## src/rtl/fetch_pkg.sv

```systemverilog
// Shared types and constants for the instruction fetch stage.
// Holds the FSM state encoding, the per-instruction byte count and the default reset PC.
package fetch_pkg;

  typedef enum logic [1:0] {
    IDLE  = 2'd0,
    FETCH = 2'd1,
    DRAIN = 2'd2,
    HOLD  = 2'd3
  } fetch_state_e;

  localparam int BYTES_PER_INSTR  = 4;
  localparam int CNT_W            = $clog2(BYTES_PER_INSTR);
  localparam int DEFAULT_RESET_PC = 0;

  // An instruction address is usable only when it is 4-byte aligned.
  function automatic logic is_aligned(input logic [1:0] low_bits);
    return (low_bits == 2'b00);
  endfunction

endpackage

```

## src/rtl/byte_assembler.sv

```systemverilog
// Left-shift register that builds a big-endian instruction word one byte at a time.
// The first byte loaded ends up in the most significant position after four loads.
module byte_assembler #(
  parameter int BYTE_W  = 8,
  parameter int INSTR_W = 32
) (
  input  logic               clk,
  input  logic               rst_n,
  input  logic               clear,
  input  logic               load,
  input  logic [BYTE_W-1:0]  din,
  output logic [INSTR_W-1:0] word
);

  // A clear wins over a load so a byte returning from a stale read is never kept.
  always_ff @(posedge clk or negedge rst_n) begin
    if (!rst_n) begin
      word <= '0;
    end else if (clear) begin
      word <= '0;
    end else if (load) begin
      word <= {word[INSTR_W-BYTE_W-1:0], din};
    end
  end

endmodule

```

## src/rtl/instr_fetch_unit.sv

```systemverilog
// Instruction fetch stage: reads four bytes per instruction from a 1-cycle byte memory,
// assembles a big-endian word and hands it to decode with a valid/ready handshake.
module instr_fetch_unit
  import fetch_pkg::*;
#(
  parameter int                ADDR_W   = 10,
  parameter int                BYTE_W   = 8,
  parameter int                INSTR_W  = 32,
  parameter logic [ADDR_W-1:0] RESET_PC = ADDR_W'(DEFAULT_RESET_PC)
) (
  input  logic               clk,
  input  logic               rst_n,
  input  logic               fetch_en,
  output logic               mem_rd_en,
  output logic [ADDR_W-1:0]  mem_addr,
  input  logic [BYTE_W-1:0]  mem_rd_data,
  output logic               instr_valid,
  input  logic               instr_ready,
  output logic [INSTR_W-1:0] instr,
  output logic [ADDR_W-1:0]  instr_pc,
  input  logic               redirect_valid,
  input  logic [ADDR_W-1:0]  redirect_pc,
  output logic               misalign_err
);

  fetch_state_e      state, state_next;
  logic [ADDR_W-1:0] pc, pc_next;
  logic [CNT_W-1:0]  cnt, cnt_next;
  logic              cap_pending;
  logic              redirect_ok;
  logic              redirect_bad;
  logic              accept;

  assign redirect_ok  = redirect_valid &&  is_aligned(redirect_pc[1:0]);
  assign redirect_bad = redirect_valid && !is_aligned(redirect_pc[1:0]);
  assign accept       = (state == HOLD) && instr_ready;

  assign mem_rd_en   = (state == FETCH);
  assign mem_addr    = mem_rd_en ? (pc + ADDR_W'(cnt)) : '0;
  assign instr_valid = (state == HOLD);

  // Next-state logic; an aligned redirect overrides whatever the current state wanted.
  always_comb begin
    state_next = state;
    pc_next    = pc;
    cnt_next   = cnt;

    case (state)
      IDLE: begin
        if (fetch_en) begin
          state_next = FETCH;
          cnt_next   = '0;
        end
      end
      FETCH: begin
        if (cnt == CNT_W'(BYTES_PER_INSTR - 1)) begin
          state_next = DRAIN;
          cnt_next   = '0;
        end else begin
          cnt_next = cnt + 1'b1;
        end
      end
      DRAIN: begin
        state_next = HOLD;
      end
      HOLD: begin
        if (accept) begin
          pc_next    = pc + ADDR_W'(BYTES_PER_INSTR);
          state_next = fetch_en ? FETCH : IDLE;
        end
      end
      default: begin
        state_next = IDLE;
      end
    endcase

    if (redirect_ok) begin
      pc_next    = redirect_pc;
      cnt_next   = '0;
      state_next = fetch_en ? FETCH : IDLE;
    end
  end

  // State, PC and byte counter registers.
  always_ff @(posedge clk or negedge rst_n) begin
    if (!rst_n) begin
      state <= IDLE;
      pc    <= RESET_PC;
      cnt   <= '0;
    end else begin
      state <= state_next;
      pc    <= pc_next;
      cnt   <= cnt_next;
    end
  end

  // A read issued this cycle returns next cycle; a redirect cancels that return.
  always_ff @(posedge clk or negedge rst_n) begin
    if (!rst_n) begin
      cap_pending <= 1'b0;
    end else begin
      cap_pending <= (state == FETCH) && !redirect_ok;
    end
  end

  // instr_pc is latched as the word completes so it stays put while decode stalls.
  always_ff @(posedge clk or negedge rst_n) begin
    if (!rst_n) begin
      instr_pc     <= '0;
      misalign_err <= 1'b0;
    end else begin
      if ((state == DRAIN) && !redirect_ok) begin
        instr_pc <= pc;
      end
      misalign_err <= redirect_bad;
    end
  end

  byte_assembler #(
    .BYTE_W  (BYTE_W),
    .INSTR_W (INSTR_W)
  ) u_byte_assembler (
    .clk   (clk),
    .rst_n (rst_n),
    .clear (redirect_ok),
    .load  (cap_pending),
    .din   (mem_rd_data),
    .word  (instr)
  );

endmodule

```

## config.mk

```make
export PLATFORM = sky130hd
export DESIGN_NAME = instr_fetch_unit
export DESIGN_NICKNAME = d
export VERILOG_FILES = /design/src/rtl/fetch_pkg.sv /design/src/rtl/byte_assembler.sv /design/src/rtl/instr_fetch_unit.sv
export SDC_FILE = /design/constraint.sdc
export NUM_CORES = 1
export LEC_CHECK = 0
export ABC_AREA = 1
export BUFFER_PORTS_ARGS = -buffer_cell sky130_fd_sc_hd__buf_2
export CAP_MARGIN = 20
export CORE_UTILIZATION = 53
export CTS_CLUSTER_SIZE = 40
export DETAILED_ROUTE_END_ITERATION = 10
export MAX_ROUTING_LAYER = met4
export PLACE_DENSITY = 0.79
export SETUP_SLACK_MARGIN = 0.15
export SLEW_MARGIN = 20
export SYNTH_ARGS = -nofsm -noshare
export SYNTH_HDL_FRONTEND = slang
export SYNTH_SLANG_ARGS = --single-unit
```

## constraint.sdc

```tcl
create_clock -name clk -period 2.6 [get_ports clk]
set_input_delay 0.78 -clock clk [delete_from_list [all_inputs] [get_ports clk]]
set_output_delay 0.78 -clock clk [all_outputs]
set_load 0.05 [all_outputs]
```

## After elaboration in Yosys (flattened, before gate mapping)

Index checks and enable logic that the tools add are counted.

- Bits in registers: 58
- Bits of input ports: 23
- Output and inout port bits: 55
- Word-level logic and storage cells: 49

- Add/sub/neg operators: 3
- Equal/unequal tests: 7
- Muxes and demuxes: 16
- Reductions and logical operators: 16

Operators by type and width:

| operator | number |
|---|---|
| $mux 32 | 2 |
| $mux 10 | 4 |
| $mux 2 | 7 |
| $add 10x2->10 | 1 |
| $add 10x3->10 const B | 1 |
| $pmux 2 s4 | 1 |
| $eq 2x2->1 const B | 3 |
| $ne 3x1->1 const B | 2 |
| $reduce_bool 2->1 | 3 |
| $logic_and 1x1->1 | 5 |
| $logic_not 2->1 | 2 |
| $pmux 2 s2 | 1 |
| $reduce_and 2->1 | 2 |
| $ne 3x3->1 const B | 1 |
| $reduce_and 3->1 | 1 |
| $reduce_bool 3->1 | 1 |
| $add 2x1->2 const B | 1 |
| $eq 2x1->1 const B | 1 |
| $logic_not 1->1 | 2 |
| $mux 1 | 1 |

## Longest topological paths before layout

- Depth after elaboration: 5
- Depth in mapped cells: 9
- Depth with buffers taken out: 9

## By module

Synthesis repeated with hierarchy kept, for this count alone.

- Cells, all modules: 350
- Area, all modules: 2890.3 µm²

By module, submodules not included:

| module | times used | cells each | area each (µm²) | sequential area each (µm²) |
|---|---|---|---|---|
| instr_fetch_unit | 1 | 210 | 1605.3 | 650.6 |
| byte_assembler | 1 | 140 | 1285.0 | 800.8 |

## Worst setup path before layout

Ideal clock, no wire load.

- Kind: reg-to-output
- Start: register state[1]
- End: output mem_addr[4]
- Arrival: 2.569 ns
- Data required time: 1.820 ns
- Slack: -0.749 ns
- Stages on the path, launching flop included: 6
- Buffers on the path: 1
- Cell sequence: dfrtp_1 -> inv_1 -> ha_1 -> clkbuf_1 -> inv_1 -> a211oi_1

- Cells in the longest elaborated chain, start to end: 2

Ends and longest elaborated chain:

| element | line | text |
|---|---|---|
| from (decl) | instr_fetch_unit.sv:26 | `fetch_state_e state, state_next;` |
| from (signal assigned) | instr_fetch_unit.sv:91 | `state <= state_next;` |
| $eq 2x1->1 | instr_fetch_unit.sv:38 | `assign mem_rd_en = (state == FETCH);` |
| via mem_rd_en | instr_fetch_unit.sv:14 | `output logic mem_rd_en,` |
| $mux 10 | instr_fetch_unit.sv:39 | `assign mem_addr = mem_rd_en ? (pc + ADDR_W'(cnt)) : '0;` |
| to (decl) | instr_fetch_unit.sv:15 | `output logic [ADDR_W-1:0] mem_addr,` |

The timed path passes the listed nets, and every way through them passes these cells.

## Final worst setup path

- Start: register cnt[1]
- End: output mem_addr[2]

- Cells in the longest elaborated chain, start to end: 2

Ends and longest elaborated chain:

| element | line | text |
|---|---|---|
| from (decl) | instr_fetch_unit.sv:28 | `logic [CNT_W-1:0] cnt, cnt_next;` |
| from (signal assigned) | instr_fetch_unit.sv:93 | `cnt <= cnt_next;` |
| $add 10x2->10 | instr_fetch_unit.sv:39 |  |
| $mux 10 | instr_fetch_unit.sv:39 |  |

Every way passes these cells.

==> results.md <==
* Vias/cell at 5.25
* Chip height at 77.6 um
* Worst Tran Pin Value at 0.969 ns
* Die W at 77.6 um
* Slew Viols, Final at 0
* Final Wtd Congestion at 0.963
* Yosys warning count at 0
* Layout cell share with drive strength beyond 1 at 38.3%
* Vias in the first global route at 2493
* Nets at 469
* Port Buf Inserts at 77
* Hold Buf Count CTS at 0
* CTS tree: yes
* Peak VDD IR at 647 uV
* Area growth syn-to-layout at 28.3%
* Syn nets at 382
* Setup Skew at 0.00680 ns
* Syn Area/Cell at 8.64 sq um
* Critical path arrival at 1.81 ns
* Status: finished, violations left
* Slew headroom at 35.3%
* Clock Path Buffers at 2
* Cell Area, Placed at 3510 sq um
* DPL Wire Length at 4.80 mm
* GRT overflow at 0
* #FFs+latches synth at 58
* Initial antenna violation count at 0
* Vias at 2692
* Boundary pin count at 78
* Leak at 2.19 nW
* Distinct cells, synth at 29
* CP Max Fanout at 6
* CTS H-tree depth at 3
* Pwr dens at 1400 nW/um^2
* Clock slew at reported path FFs at 0.06 ns
* Final Cell Area at 3880 sq um
* Largest net degree at the start of global routing at 49
* First-pass detailed-route iteration total at 8
* Failing checks: design-rule violations
* Core Area at 5510 sq um
* Antenna Violating Nets Remaining at 0
* Period utilisation layout at 99.5%
* Worst-skew pair later-pin latency at 0.33 ns
* First-pass GRT wire length at 11.9 mm
* Post-route minimum period at 2.59 ns
* Async SR Flop Fraction at 100%
* MaxCap Viol Count at 0
* Post-synthesis cell area at 3030 sq um
* Num Clock Sinks at 58
* Final setup violation count at 0
* Startpoint types: flip-flop
* DRC viols at 2
* Avg WL per Cell at 13.8 um
* N_diodes at 0
* Die area at 6010 sq um
* Fmax at 386 MHz
* Fin. Hold Viols at 0
* Req. time, crit path at 1.82 ns
* GRT Total Usage at 26.3%
* Sequential area share after synthesis at 48.0%
* CP Class: flip-flop to output pin
* Routed WL at 7.06 mm
* DR iter-0 viols at 229
* Number of synthesized flops with an enable pin at 0
* Cells after synthesis at 350
* RSZ-0062 raised after global routing: yes
* Rows at 27
* Root buffer cell: clkbuf_8
* Hold Path Class: input port to async pin
* Top FF cell, synth: dfrtp_1
* CTS Buf Count at 9
* Starting density of the core at 54.9%
* Crit. End Element: output pin
* Worst Hold Slack at 0.265 ns
where the power goes:
| group | switching (W) | internal (W) | total [W] | leakage, nW |
|---|---|---|---|---|
| logic | 0.00224 | 0.000881 | 0.00312 | 1.35 |
| registers | 0.000351 | 0.00128 | 0.00163 | 0.758 |
| clock network | 0.000336 | 0.000338 | 0.000674 | 0.0762 |
cell type report:
type | instances | area [sq um]
fillers | 458 | 1620
flip-flops and latches | 58 | 1450
multi-input cells | 215 | 1390
repair buffers | 91 | 553
inverters | 62 | 243
clock buffers | 12 | 135
well taps | 72 | 90.1
clock inverters | 3 | 17.5
metrics by stage:
| step | setup TNS (ns) | std cells | worst slack [ns] | power (W) | utilization, % |
|---|---|---|---|---|---|
| 2_1_floorplan | 0 | 350 | 0.223 | 0.00388 | - |
| 3_3_place_gp | 0 | 489 | 0.133 | 0.00447 | 63.8 |
| 3_5_place_dp | 0 | 489 | 0.0956 | 0.00454 | 63.8 |
| 4_1_cts | -0.144 | 510 | -0.0466 | 0.00537 | 69.5 |
| 5_1_grt | -0.268 | 513 | -0.0659 | 0.00574 | 70.5 |
| 6_report | 0 | 513 | 0.0124 | 0.00543 | 70.5 |
state kept, by name, indices dropped and copies added (netlist names):
name / flops
u_byte_assembler.word: 32
misalign_err: 1
cnt: 2
cap_pending: 1
pc: 10
state: 2
instr_pc: 10
placed cells by master, fill, tap and decap left out, drive strengths merged:
| cell | instances |
|---|---|
| buf | 91 |
| nand2 | 65 |
| inv | 60 |
| dfrtp | 58 |
| nand3 | 46 |
| a21boi | 33 |
| nor2 | 22 |
| o21ai | 19 |
| clkbuf | 12 |
| ha | 8 |
| a21oi | 8 |
| nor3 | 4 |
| clkinvlp | 3 |
| o211ai | 2 |
| clkinv | 2 |
| a211oi | 2 |
| xor2 | 1 |
| nand3b | 1 |
| o21a | 1 |
| o22ai | 1 |
| nand4 | 1 |
| fa | 1 |
worst max-delay path, cell delays in order, from the launching register on:
cell,delay (ns)
dfrtp_1,0.41
buf_4,0.15
fa_2,0.46
inv_2,0.12
o21ai_4,0.06
a21oi_4,0.11
buf_6,0.16
path summary, 6_finish.rpt:
kind                                  start     endpoint  slack [ns]  cells after the start
worst max-delay path                 cnt[1]  mem_addr[2]        0.01                      6
worst min-delay path                  rst_n  instr_pc[2]        0.27                      1
min in group clk                instr_pc[4]  instr_pc[4]        0.48                      2
worst max register to register     state[1]       cnt[1]        0.96                      7
max in group asynchronous             rst_n        pc[2]        1.67                      2
worst min register to register  instr_pc[4]  instr_pc[4]        0.48                      2
Yosys cell counts (4+ instances only):
cell      count  area [sq um]
o21ai_0      17          85.1
a21boi_1     10          75.1
clkbuf_1      4          15.0
dfrtp_1      58          1450
buf_2         5          25.0
nand2_1      62           233
inv_2         8          30.0
nor2_1       19          71.3
ha_1          8           100
a21boi_2     20           225
nand3_1      46           230
a21oi_1       8          40.0
nor3_1        4          20.0
inv_1        54           203
buf_6         4          45.0
logic make-up after synthesis:
family,Yosys count,share of synthesized area [%]
xor+xnor,1,0.290
buf+inv,77,11.0
simple gates,139,20.2
flops,58,48.0
compound gates,66,16.6
fa+ha+maj,9,3.97
routing by layer:
metal / routed length, um / global-route usage [%] / vias up
met3: 443 / 5.41 / 17
met2: 3210 / 37.1 / 109
li1: - / - / 1289
met1: 3250 / 36.4 / 1277
met4: 157 / 12.1 / 0
met5: 0 / - / -
repair_timing:
action,4_1_cts,5_1_grt
resized for setup,39,12
endpoints found under the hold margin,0,0
endpoints found under the setup margin,9,10
buffers inserted,6,3
pin swaps,14,4
Power figures use the tool's default switching activity.
